--- config.mk ---
export PLATFORM = sky130hd
export DESIGN_NAME = disp_sched_flat
export DESIGN_NICKNAME = d
export VERILOG_FILES = /design/src/rtl/disp_sched_if.sv /design/src/rtl/disp_sched.sv /design/src/flat_wrapper.sv
export SDC_FILE = /design/constraint.sdc
export NUM_CORES = 1
export LEC_CHECK = 0
export BUFFER_PORTS_ARGS = -buffer_cell sky130_fd_sc_hd__buf_2
export CORE_MARGIN = 2
export CORE_UTILIZATION = 55
export CTS_BUF_LIST = sky130_fd_sc_hd__clkbuf_4
export CTS_CLUSTER_DIAMETER = 100
export DETAILED_ROUTE_END_ITERATION = 8
export PLACE_DENSITY = 0.88
export SLEW_MARGIN = 20
export SYNTH_ARGS = -nofsm -noshare
export SYNTH_HDL_FRONTEND = slang
export SYNTH_SLANG_ARGS = --single-unit
export TNS_END_PERCENT = 50
--- constraint.sdc ---
create_clock -name clk -period 3.8 [get_ports clk]
set_clock_uncertainty 0.15 [all_clocks]
set_input_delay 1.14 -clock clk [delete_from_list [all_inputs] [get_ports clk]]
set_output_delay 1.14 -clock clk [all_outputs]
set_load 0.05 [all_outputs]
--- src/rtl/disp_sched_if.sv ---
// Display scheduler bus: control inputs and registered select outputs.
// The master side drives the controls, the slave side (disp_sched) returns the select.
interface disp_sched_if #(
    parameter int DWELL_W = 26
);
    logic               EN;
    logic               mode_auto;
    logic [2:0]         sw_sel;
    logic               hold;
    logic               step;
    logic [7:0]         src_mask;
    logic [DWELL_W-1:0] dwell;
    logic [2:0]         Disp_sel;
    logic               sel_valid;
    logic               sel_chg;
    logic [1:0]         state;

    modport master (
        output EN, mode_auto, sw_sel, hold, step, src_mask, dwell,
        input  Disp_sel, sel_valid, sel_chg, state
    );

    modport slave (
        input  EN, mode_auto, sw_sel, hold, step, src_mask, dwell,
        output Disp_sel, sel_valid, sel_chg, state
    );
endinterface

--- src/rtl/disp_sched.sv ---
// Display source scheduler: manual select or timed auto-cycling over eligible sources.
// Optional macro DISP_SCHED_STEP_EN enables single-step advance while in HOLD.
module disp_sched #(
    parameter int DWELL_W   = 26,
    parameter int DWELL_RST = 50_000_000
) (
    input logic          clk,
    input logic          rst,
    disp_sched_if.slave  bus
);
    typedef enum logic [1:0] {
        IDLE   = 2'd0,
        MANUAL = 2'd1,
        AUTO   = 2'd2,
        HOLD   = 2'd3
    } state_t;

    localparam logic [DWELL_W-1:0] DWELL_DEF = DWELL_W'(DWELL_RST);

    state_t             state_q, state_d;
    logic [2:0]         sel_q, sel_d;
    logic [DWELL_W-1:0] cnt_q, cnt_d;
    logic               chg_q, valid_q;
    logic [DWELL_W-1:0] dwell_m1;
    logic [2:0]         sel_nxt;
    logic               cur_inelig;
    logic               step_ok;

    // First eligible source strictly after cur, wrapping; cur itself if none other.
    function automatic logic [2:0] next_elig(input logic [2:0] cur, input logic [7:0] mask);
        logic [2:0] res;
        logic [2:0] idx;
        logic       found;
        res   = cur;
        found = 1'b0;
        for (int k = 1; k < 8; k++) begin
            idx = cur + 3'(k);
            if (!found && mask[idx]) begin
                res   = idx;
                found = 1'b1;
            end
        end
        return res;
    endfunction

`ifdef DISP_SCHED_STEP_EN
    assign step_ok = bus.step;
`else
    assign step_ok = 1'b0 & bus.step;
`endif

    assign dwell_m1   = ((bus.dwell != '0) ? bus.dwell : DWELL_DEF) - DWELL_W'(1);
    assign sel_nxt    = next_elig(sel_q, bus.src_mask);
    assign cur_inelig = (bus.src_mask != 8'h00) && !bus.src_mask[sel_q];

    always_ff @(posedge clk or negedge rst) begin
        if (!rst) state_q <= IDLE;
        else      state_q <= state_d;
    end

    always_comb begin
        state_d = state_q;
        if (!bus.EN) begin
            state_d = IDLE;
        end else begin
            case (state_q)
                IDLE, MANUAL: state_d = bus.mode_auto ? AUTO : MANUAL;
                AUTO: begin
                    if (!bus.mode_auto) state_d = MANUAL;
                    else if (bus.hold)  state_d = HOLD;
                end
                HOLD: begin
                    if (!bus.mode_auto) state_d = MANUAL;
                    else if (!bus.hold) state_d = AUTO;
                end
                default: state_d = IDLE;
            endcase
        end
    end

    // A state transition out of AUTO/HOLD takes priority over counting or stepping.
    always_comb begin
        sel_d = sel_q;
        cnt_d = cnt_q;
        if (bus.EN) begin
            case (state_q)
                MANUAL: begin
                    sel_d = bus.sw_sel;
                    if (bus.mode_auto) cnt_d = '0;
                end
                AUTO: begin
                    if (bus.mode_auto && !bus.hold) begin
                        if (cur_inelig || (cnt_q >= dwell_m1)) begin
                            sel_d = sel_nxt;
                            cnt_d = '0;
                        end else begin
                            cnt_d = cnt_q + DWELL_W'(1);
                        end
                    end
                end
                HOLD: begin
                    if (bus.mode_auto && bus.hold && step_ok) begin
                        sel_d = sel_nxt;
                        cnt_d = '0;
                    end
                end
                default: ;
            endcase
        end
    end

    always_ff @(posedge clk or negedge rst) begin
        if (!rst) begin
            sel_q   <= 3'd0;
            cnt_q   <= '0;
            chg_q   <= 1'b0;
            valid_q <= 1'b0;
        end else begin
            sel_q   <= sel_d;
            cnt_q   <= cnt_d;
            chg_q   <= (sel_d != sel_q);
            valid_q <= (bus.src_mask != 8'h00);
        end
    end

    assign bus.Disp_sel  = sel_q;
    assign bus.sel_valid = valid_q;
    assign bus.sel_chg   = chg_q;
    assign bus.state     = state_q;
endmodule

--- src/flat_wrapper.sv ---
// flat-port wrapper written by rule: the top's interface ports become plain ports
module disp_sched_flat 
#(
    parameter int DWELL_W   = 26,
    parameter int DWELL_RST = 50_000_000
)
  (clk, rst, bus_EN, bus_mode_auto, bus_sw_sel, bus_hold, bus_step, bus_src_mask, bus_dwell, bus_Disp_sel, bus_sel_valid, bus_sel_chg, bus_state);
  disp_sched_if #(.DWELL_W(DWELL_W)) bus_i ();
  input logic clk;
  input logic rst;
  input wire logic [$bits(bus_i.EN)-1:0] bus_EN;
  input wire logic [$bits(bus_i.mode_auto)-1:0] bus_mode_auto;
  input wire logic [$bits(bus_i.sw_sel)-1:0] bus_sw_sel;
  input wire logic [$bits(bus_i.hold)-1:0] bus_hold;
  input wire logic [$bits(bus_i.step)-1:0] bus_step;
  input wire logic [$bits(bus_i.src_mask)-1:0] bus_src_mask;
  input wire logic [$bits(bus_i.dwell)-1:0] bus_dwell;
  output wire logic [$bits(bus_i.Disp_sel)-1:0] bus_Disp_sel;
  output wire logic [$bits(bus_i.sel_valid)-1:0] bus_sel_valid;
  output wire logic [$bits(bus_i.sel_chg)-1:0] bus_sel_chg;
  output wire logic [$bits(bus_i.state)-1:0] bus_state;
  assign bus_i.EN = bus_EN;
  assign bus_i.mode_auto = bus_mode_auto;
  assign bus_i.sw_sel = bus_sw_sel;
  assign bus_i.hold = bus_hold;
  assign bus_i.step = bus_step;
  assign bus_i.src_mask = bus_src_mask;
  assign bus_i.dwell = bus_dwell;
  assign bus_Disp_sel = bus_i.Disp_sel;
  assign bus_sel_valid = bus_i.sel_valid;
  assign bus_sel_chg = bus_i.sel_chg;
  assign bus_state = bus_i.state;
  disp_sched #(.DWELL_W(DWELL_W), .DWELL_RST(DWELL_RST)) u_core (.clk(clk), .rst(rst), .bus(bus_i));
endmodule
; ---- After elaboration in Yosys (flattened, before gate mapping)
; Index checks and enable logic that the tools add are counted.
[op_classes]
add_sub_neg = 9
order_cmp = 9
n_eq_ne = 8
n_mux = 45
n_reduce_logical = 24
[ops]
columns = operator, count
row1 = $mux W26, 4
row2 = $pmux W26 S2, 1
row3 = $lt A3 B4 Y1 const B, 8
row4 = $mux W3, 10
row5 = $add A26 B1 Y26 const B, 1
row6 = $ge A26 B26 Y1, 1
row7 = $reduce_bool A26 Y1, 1
row8 = $sub A26 B1 Y26 const B, 1
row9 = $bmux W1 S3, 8
row10 = $mux W1, 14
row11 = $add A3 B3 Y3 const B, 4
row12 = $mux W2, 6
row13 = $logic_and A1 B1 Y1, 8
row14 = $logic_not A1 Y1, 8
row15 = $ne A4 B4 Y1 const B, 2
row16 = $reduce_bool A8 Y1, 1
row17 = $add A3 B2 Y3 const B, 2
row18 = $pmux W2 S3, 1
row19 = $pmux W3 S2, 1
row20 = $eq A2 B2 Y1 const B, 2
row21 = $reduce_and A4 Y1, 1
row22 = $add A3 B1 Y3 const B, 1
row23 = $ne A3 B3 Y1, 1
row24 = $eq A2 B1 Y1 const B, 1
row25 = 7 further kinds, 7
[totals]
register_bits = 33
in_bits = 43
word_cells = 100

; ---- Depth between registers and ports, before layout
; Gate-level depths: netlist of the first run.
[depth]
depth_word = 27
ltp_mapped = 20
depth_no_buf = 18

; ---- Worst setup path before layout of the first run
; OpenSTA, ideal clock, no wires.
[synth_path]
path_type = input -> register
startpoint = input port bus_dwell[9]
endpoint = register u_core.cnt_q[5]
setup_time_ns = 0.065
arrival_time_ns = 5.157
t_required_ns = 3.585
slack_ns = -1.573
path_stages = 19
n_path_buf = 2
cell_sequence = or4_1 > or3_1 > nor4_4 > nor4_2 > nand2_1 > nor2_1 > xor2_1 > nor2_1 > ha_1 > a21o_1 > a21o_1 > a21oi_1 > nand3_1 > o311a_1 > or4_1 > clkbuf_1 > buf_2 > or3b_1 > nand2_1
[synth_via]
elab_chain_cells = 8
[synth_lines]
columns = item, line_no
row1 = "start, declared", flat_wrapper.sv:17  ; input wire logic [$bits(bus_i.dwell)-1:0] bus_dwell;
row2 = $reduce_bool A26 Y1, disp_sched.sv:52  ; assign dwell_m1 = ((bus.dwell != '0) ? bus.dwell : DWELL_DEF) - DWELL_W'(1);
row3 = $mux W26 (*), disp_sched.sv:52
row4 = $sub A26 B1 Y26 (*), disp_sched.sv:52
row5 = $ge A26 B26 Y1 (*), disp_sched.sv:93  ; if (cur_inelig || (cnt_q >= dwell_m1)) begin
row6 = $logic_or A1 B1 Y1 (*), disp_sched.sv:93
row7 = $mux W26 (*), disp_sched.sv:93
row8 = $mux W26 (*), disp_sched.sv:92  ; if (bus.mode_auto && !bus.hold) begin
row9 = $pmux W26 S2 (*), disp_sched.sv:86  ; case (state_q)
row10 = "end signal, assigned", disp_sched.sv:120  ; cnt_q <= cnt_d;
row11 = "end, declared", disp_sched.sv:22  ; logic [DWELL_W-1:0] cnt_q, cnt_d;
; Every way passes the cells marked *; elsewhere a longest branch is shown, timed or not. The select of a mux whose other input is x is not followed.
; A chain may end at the register's enable or synchronous reset.

; ---- Worst setup path in the final report of the first run
; Same ends and word-level chain as after synthesis.

==> results.json, run 1 <==
{
  "die_h_um": 88.8,
  "dieArea_um2": 7890,
  "report.final.slew_viol_count": 0,
  "path_cells": "buf_6, or4_4, or3_4, nor4_4, nor4_4, buf_4, nand2b_1, xnor2_1, ha_1, and4_1, nand3_1, nor2_1, nand3_1, o2111ai_2, or4_4, buf_6, or3b_1, nand2_1",
  "clk_latency_ns": 0.36,
  "maxCapViolCount": 0,
  "end_kind": "register",
  "layout_min_cycle_time_ns": 5.22,
  "cp.buffers_inverters": 3,
  "grt_setup_unrepaired": "true",
  "first_pass_iters": 6,
  "violations": "setup timing",
  "crit_type": "input pin to register",
  "synth_top_area_share_pct": 20.9,
  "synth_fp_nets": 552,
  "dpl_cell_area_um2": 4680,
  "cts_root_buffer": "clkbuf_4",
  "p_int_mw": 0.808,
  "sw_frac_of_total_pct": 44.6,
  "ios": 50,
  "seqPwrFrac_pct": 27.0,
  "max_slew_margin_pct": 48.8,
  "crit_cells": 18,
  "numCtsBuffers": 5,
  "area_delta_synth_final_pct": 28.3,
  "startpoint_type": "input pin",
  "core-area_um2": 6870,
  "grt_pass1_wl_mm": 18.4,
  "hold_path_class": "register to register",
  "synthDistinctLibCells": 66,
  "hold_viol_final": 0,
  "cp_top_family": "simple AND/OR/NAND/NOR gates",
  "gp_congestion": 0.971,
  "cp_data_required_time_ns": 3.96,
  "syn_area_um2": 3960,
  "hold_depth": 1,
  "synth-edff-count": 0,
  "grt_max_degree": 40,
  "powerDensity_nw_per_um2": 287,
  "track_usage_pct": 29.6,
  "pwr-share-clk_pct": 14.1,
  "final_design_area_no_fill_um2": 5080,
  "dp_hpwl_mm": 8.39,
  "cts_buffer_depth": 2,
  "io_buffers": 48,
  "h-tree-depth": 2,
  "async_reset_ff_share_pct": 100,
  "p_comb_share_pct": 59.0,
  "critPathMaxStageDelay_ns": 0.64,
  "setup_viol": 30,
  "yosysTopAreaCell": "dfrtp_1",
  "synth-seq-area-share_pct": 20.9,
  "grt_pass1_vias": 4042,
  "cts_sinks": 33,
  "syn_inst": 476,
  "nNetsFinal": 656,
  "wl_mm": 12.8,
  "drive_gt1_share_pct": 32.9,
  "vdd_drop_max_v": 0.000243,
  "cts.clk_slew.worst_paths_ns": 0.12,
  "wire_per_inst_um": 18.9,
  "rr_worst_depth": 10,
  "crit_slowest_cell": "or4_4",
  "cts_tree": "built",
  "antenna_found_initial": 1,
  "synth_ff_type": "dfrtp_1",
  "p_leak_nw": 2.32,
  "vias_per_cell": 6.52,
  "initial_core_util_pct": 57.6,
  "drc": 0,
  "arrival_ns": 5.38,
  "synth_warnings": 0,
  "dp_slack_ns": -1.73,
  "antenna_left": 0,
  "die_w_um": 88.8,
  "dr_total_vias": 4419,
  "synth_area_leaders": "dfrtp_1, ha_1, o21ai_0",
  "tightest_slew_ns": 0.761,
  "crit_fanout": 4,
  "clock.fmax_mhz": 191,
  "switching_power_mw": 0.650,
  "drt_first_iter_violations": 365,
  "setup_slack_ns": -1.42,
  "rows": 30,
  "synth-seq-cells": 33,
  "fin_crit_sh_pct": 137,
  "synth.avg_cell_area_um2": 8.31,
  "status": "finished, violations left",
  "overflow": 0
}
## repair_timing
item                                    4_1_cts  5_1_grt
endpoints found under the setup margin       30       30
pin swaps                                    11       16
gates resized for setup                      43       27
gates cloned                                  1        1
hold buffers                                  0        0
setup buffers                                 4        5
## state kept, by name (all words and copies together), names as in the netlist
name,cells
u_core.cnt_q,26
u_core.bus.Disp_sel,3
u_core.bus.state,2
u_core.bus.sel_valid,1
u_core.bus.sel_chg,1
## through the flow
stage	setup TNS [ns]	hold WS, ns	utilization, %	std cells	power, mW
floorplan	-42.82	0.301	-	476	1.01
global placement	-44.81	0.340	68.1	658	1.18
detailed placement	-48.96	0.355	68.1	658	1.21
CTS	-32.20	0.377	71.1	671	1.42
global route	-42.23	0.397	73.9	678	1.53
finish	-39.15	0.391	73.9	678	1.46
## layout by cell type (no fill, tap or decap), types with 9 or more instances in the layout
cell type and instances:
buf_4 61, buf_2 46, nor2_1 45, nand2_1 39, dfrtp_1 33, ha_1 31
nand3_1 26, o21ai_1 19, xnor2_1 19, o21ai_0 18, inv_1 16, nand2b_1 13
mux2i_1 12, a21oi_1 11, nor2b_1 10, o31ai_1 9, and3_1 9
## cell type report
cell class | instances | area, µm²
Antenna cell | 1 | 2.50
Clock buffer | 5 | 37.5
Clock inverter | 3 | 17.5
Fill cell | 439 | 1790
Inverter | 17 | 63.8
Multi-Input combinational cell | 408 | 3180
Sequential cell | 33 | 826
Tap cell | 96 | 120
Timing Repair Buffer | 115 | 835
## power by group through the flow
stage / combinational [mW] / clock [mW] / sequential [mW]
3_5_place_dp: 0.817 / 0 / 0.395
2_1_floorplan: 0.591 / 0 / 0.415
5_1_grt: 0.920 / 0.220 / 0.394
6_report: 0.860 / 0.205 / 0.393
3_3_place_gp: 0.783 / 0 / 0.395
4_1_cts: 0.829 / 0.203 / 0.389
## routing by layer
layer  global-route usage [%]  up-vias  share of wire [%]
met5                        0        -                  0
met4                     12.5        0                5.0
met3                     3.92       68                8.3
met2                     49.9      294                 48
met1                     38.1     2068                 39
li1                         -     1989                  -
## kinds of logic after synthesis
logic type,after synthesis,share of synthesized area [%]
xor+xnor,27,6.45
fa+ha+maj,33,10.4
compound gates,126,23.1
flops,33,20.9
mux,25,9.30
buf+inv,35,4.43
simple gates,197,25.4
## Yosys cell counts, types with 4 or more instances
| cell type | number |
|---|---|
| nor2_1 | 51 |
| o21ai_0 | 44 |
| nand2_1 | 40 |
| dfrtp_1 | 33 |
| ha_1 | 33 |
| nand3_1 | 26 |
| xnor2_1 | 19 |
| inv_1 | 16 |
| a21oi_1 | 15 |
| nand2b_1 | 13 |
| mux2i_1 | 12 |
| nor2b_1 | 12 |
| o31ai_1 | 11 |
| and3_1 | 9 |
| nor3_1 | 9 |
| nor4_1 | 9 |
| a21o_1 | 8 |
| o21a_1 | 8 |
| a31oi_1 | 7 |
| xor2_1 | 7 |
| and2_1 | 5 |
| buf_2 | 5 |
| clkbuf_1 | 5 |
| mux4_2 | 5 |
| nand4_1 | 5 |
| o22ai_1 | 5 |
| buf_6 | 4 |
| mux2_4 | 4 |
| o41ai_2 | 4 |
| or4_1 | 4 |
## final timing paths
path | slack [ns] | from | endpoint
worst min register to register | 0.39 | u_core.cnt_q[25] | u_core.cnt_q[25]
worst min-delay path | 0.39 | u_core.cnt_q[25] | u_core.cnt_q[25]
min in group asynchronous | 0.68 | rst | u_core.cnt_q[0]
worst max-delay path | -1.42 | bus_dwell[9] | u_core.cnt_q[5]
max in group asynchronous | 2.32 | rst | u_core.cnt_q[12]
worst max register to register | 0.01 | u_core.bus.Disp_sel[0] | u_core.bus.sel_chg
No activity file was read; power rests on OpenSTA's default activity.
==> run 2: changes to the inputs <==
--- a/config.mk
+++ b/config.mk
@@ -11,7 +11,7 @@
 export CTS_BUF_LIST = sky130_fd_sc_hd__clkbuf_4
 export CTS_CLUSTER_DIAMETER = 100
 export DETAILED_ROUTE_END_ITERATION = 8
-export PLACE_DENSITY = 0.88
+export PLACE_DENSITY = 0.91
 export SLEW_MARGIN = 20
 export SYNTH_ARGS = -nofsm -noshare
 export SYNTH_HDL_FRONTEND = slang
==> constraint.sdc (replaced) <==
create_clock -name clk -period 4.45 [get_ports clk]
set_clock_uncertainty 0.15 [all_clocks]
set_input_delay 1.335 -clock clk [delete_from_list [all_inputs] [get_ports clk]]
set_output_delay 1.335 -clock clk [all_outputs]
set_load 0.05 [all_outputs]
==> run 2 against run 1 <==
Combinational power shrank 18%. Worst hold slack lost 0.011 ns. Clock power grew 17%. Register-to-register slack gained 0.69 ns. Cell area shrank 3.6%. Routed wire length shrank 10%. Total power shrank 12%. Clock-buffer cell count grew 1. Sequential power shrank 15%. The flow still finishes with violations (setup timing).
==> results.json, run 2 (synthesis results as in run 1) <==
{
  "initial_core_util_pct": 57.6,
  "setup_slack_ns": -0.926,
  "dieArea_um2": 7890,
  "wire_per_inst_um": 17.5,
  "core-area_um2": 6870,
  "wl_mm": 11.5,
  "vdd_drop_max_v": 0.000237,
  "status": "finished, violations left",
  "ctsHoldBuffers": 0,
  "report.final.slew_viol_count": 0,
  "ios": 50,
  "fin_util_pct": 71.2,
  "cp_top_family": "simple AND/OR/NAND/NOR gates",
  "end_kind": "register",
  "antenna_found_initial": 0,
  "antenna_left": 0,
  "grt_max_degree": 34,
  "crit_slowest_cell": "or4_4",
  "drc": 0,
  "numCtsBuffers": 5,
  "fin_crit_sh_pct": 121,
  "cp.buffers_inverters": 4,
  "crit_fanout": 11,
  "h-tree-depth": 2,
  "placed_cells_incl_taps": 647,
  "cts_sinks": 33,
  "power_mw": 1.28,
  "cts_root_buffer": "clkbuf_4",
  "setup_viol": 30,
  "cts_buffer_depth": 2,
  "grt_pass1_wl_mm": 18.0,
  "area_delta_synth_final_pct": 23.6,
  "powerDensity_nw_per_um2": 261,
  "cp_data_required_time_ns": 4.55,
  "max_slew_margin_pct": 40.3,
  "tightest_slew_ns": 0.893,
  "layout_min_cycle_time_ns": 5.38,
  "regToRegSetupSlack_ns": 0.70,
  "cts.clk_slew.worst_paths_ns": 0.10,
  "gp_congestion": 0.874,
  "hold_path_class": "register to register",
  "track_usage_pct": 28.3,
  "dp_hpwl_mm": 8.30,
  "overflow": 0,
  "instances_no_fill": 659,
  "largest_reg_flops": 26,
  "num-fill-cells": 522,
  "grt_pass1_vias": 4065,
  "grt_setup_unrepaired": "true",
  "crit_type": "input pin to register",
  "clk_latency_ns": 0.36,
  "startpoint_type": "input pin",
  "io_buffers": 48,
  "dp_slack_ns": -1.42,
  "mostFrequentLayoutCells": "buf_2, nor2_1, buf_4, nand2_1, dfrtp_1",
  "first_pass_iters": 5,
  "violations": "setup timing",
  "rows": 30,
  "vias_per_cell": 6.37,
  "nNetsFinal": 638,
  "die_h_um": 88.8,
  "path_cells": "buf_2, nor4_4, buf_4, nand3_1, buf_6, or3_4, or4_4, xor2_1, ha_1, and4_4, nand3_2, nor2_1, o21a_1, o311a_1, or4_4, buf_12, a31oi_2, o21ai_0, o31ai_1",
  "largest-register": "u_core.cnt_q",
  "dr_total_vias": 4198,
  "arrival_ns": 5.48,
  "drt_first_iter_violations": 351,
  "diodes": 0,
  "critPathMaxStageDelay_ns": 0.60,
  "clock.fmax_mhz": 186,
  "p_leak_nw": 2.19,
  "critPathMostFrequentCell": "or4_4",
  "cts_tree": "built",
  "hold_viol_final": 0,
  "final_common_cell": "buf_2",
  "drive_gt1_share_pct": 29.5,
  "die_w_um": 88.8,
  "fin_hold_ws_ns": 0.380,
  "maxCapViolCount": 0
}
run 2: per-layer routing:
metal	part of all wire (%)	up-vias	track usage, %	wire length, µm
met5	0	-	0	0
met4	2.4	0	10.6	278
met3	6.5	36	2.89	745
met2	52	217	51.3	5940
met1	39	1989	34.6	4540
li1	-	1956	-	-
run 2: worst paths after layout:
check / from / end / cells past startpoint
max in group asynchronous: rst / u_core.cnt_q[24] / 1
setup reg to reg: u_core.bus.Disp_sel[0] / u_core.bus.sel_chg / 11
hold / removal: u_core.cnt_q[25] / u_core.cnt_q[25] / 1
setup / recovery: bus_dwell[3] / u_core.cnt_q[24] / 19
hold reg to reg: u_core.cnt_q[25] / u_core.cnt_q[25] / 1
min in group asynchronous: rst / u_core.cnt_q[3] / 1
run 2: layout make-up:
type                            count  area (µm²)  area share (%)
Clock buffer                        6        45.0           0.921
Clock inverter                      2        33.8           0.691
Inverter                           17        63.8            1.30
Multi-Input combinational cell    408        3120            63.7
Sequential cell                    33         826            16.9
Tap cell                           96         120            2.46
Timing Repair Buffer               97         688            14.1
run 2: through the flow:
step	setup TNS (ns)	area, µm²
2_1_floorplan	-29.17	3990
3_3_place_gp	-35.01	4580
3_5_place_dp	-39.06	4580
4_1_cts	-20.79	4790
5_1_grt	-27.61	4890
6_report	-24.32	4890
run 2: power by group:
group          switching, mW  internal (mW)  total, mW
Sequential            0.0234          0.310      0.333
Clock                  0.116          0.123      0.239
Combinational          0.402          0.304      0.706
run 2: repair_timing:
item | 4_1_cts | 5_1_grt
setup buffers | 2 | 0
setup endpoints to repair | 30 | 30
gates cloned | 1 | 1
resized for setup | 29 | 25
pin swaps | 8 | 4
run 2: worst register-to-register path, cell delays in order, from the launching register on:
cell	delay [ns]
dfrtp_1	0.36
inv_1	0.13
ha_1	0.72
mux2i_1	0.42
mux2i_1	0.16
o221ai_2	0.29
nor2_1	0.12
a21oi_1	0.24
nor2_2	0.06
or4_1	0.52
mux2_4	0.28
a32oi_1	0.21
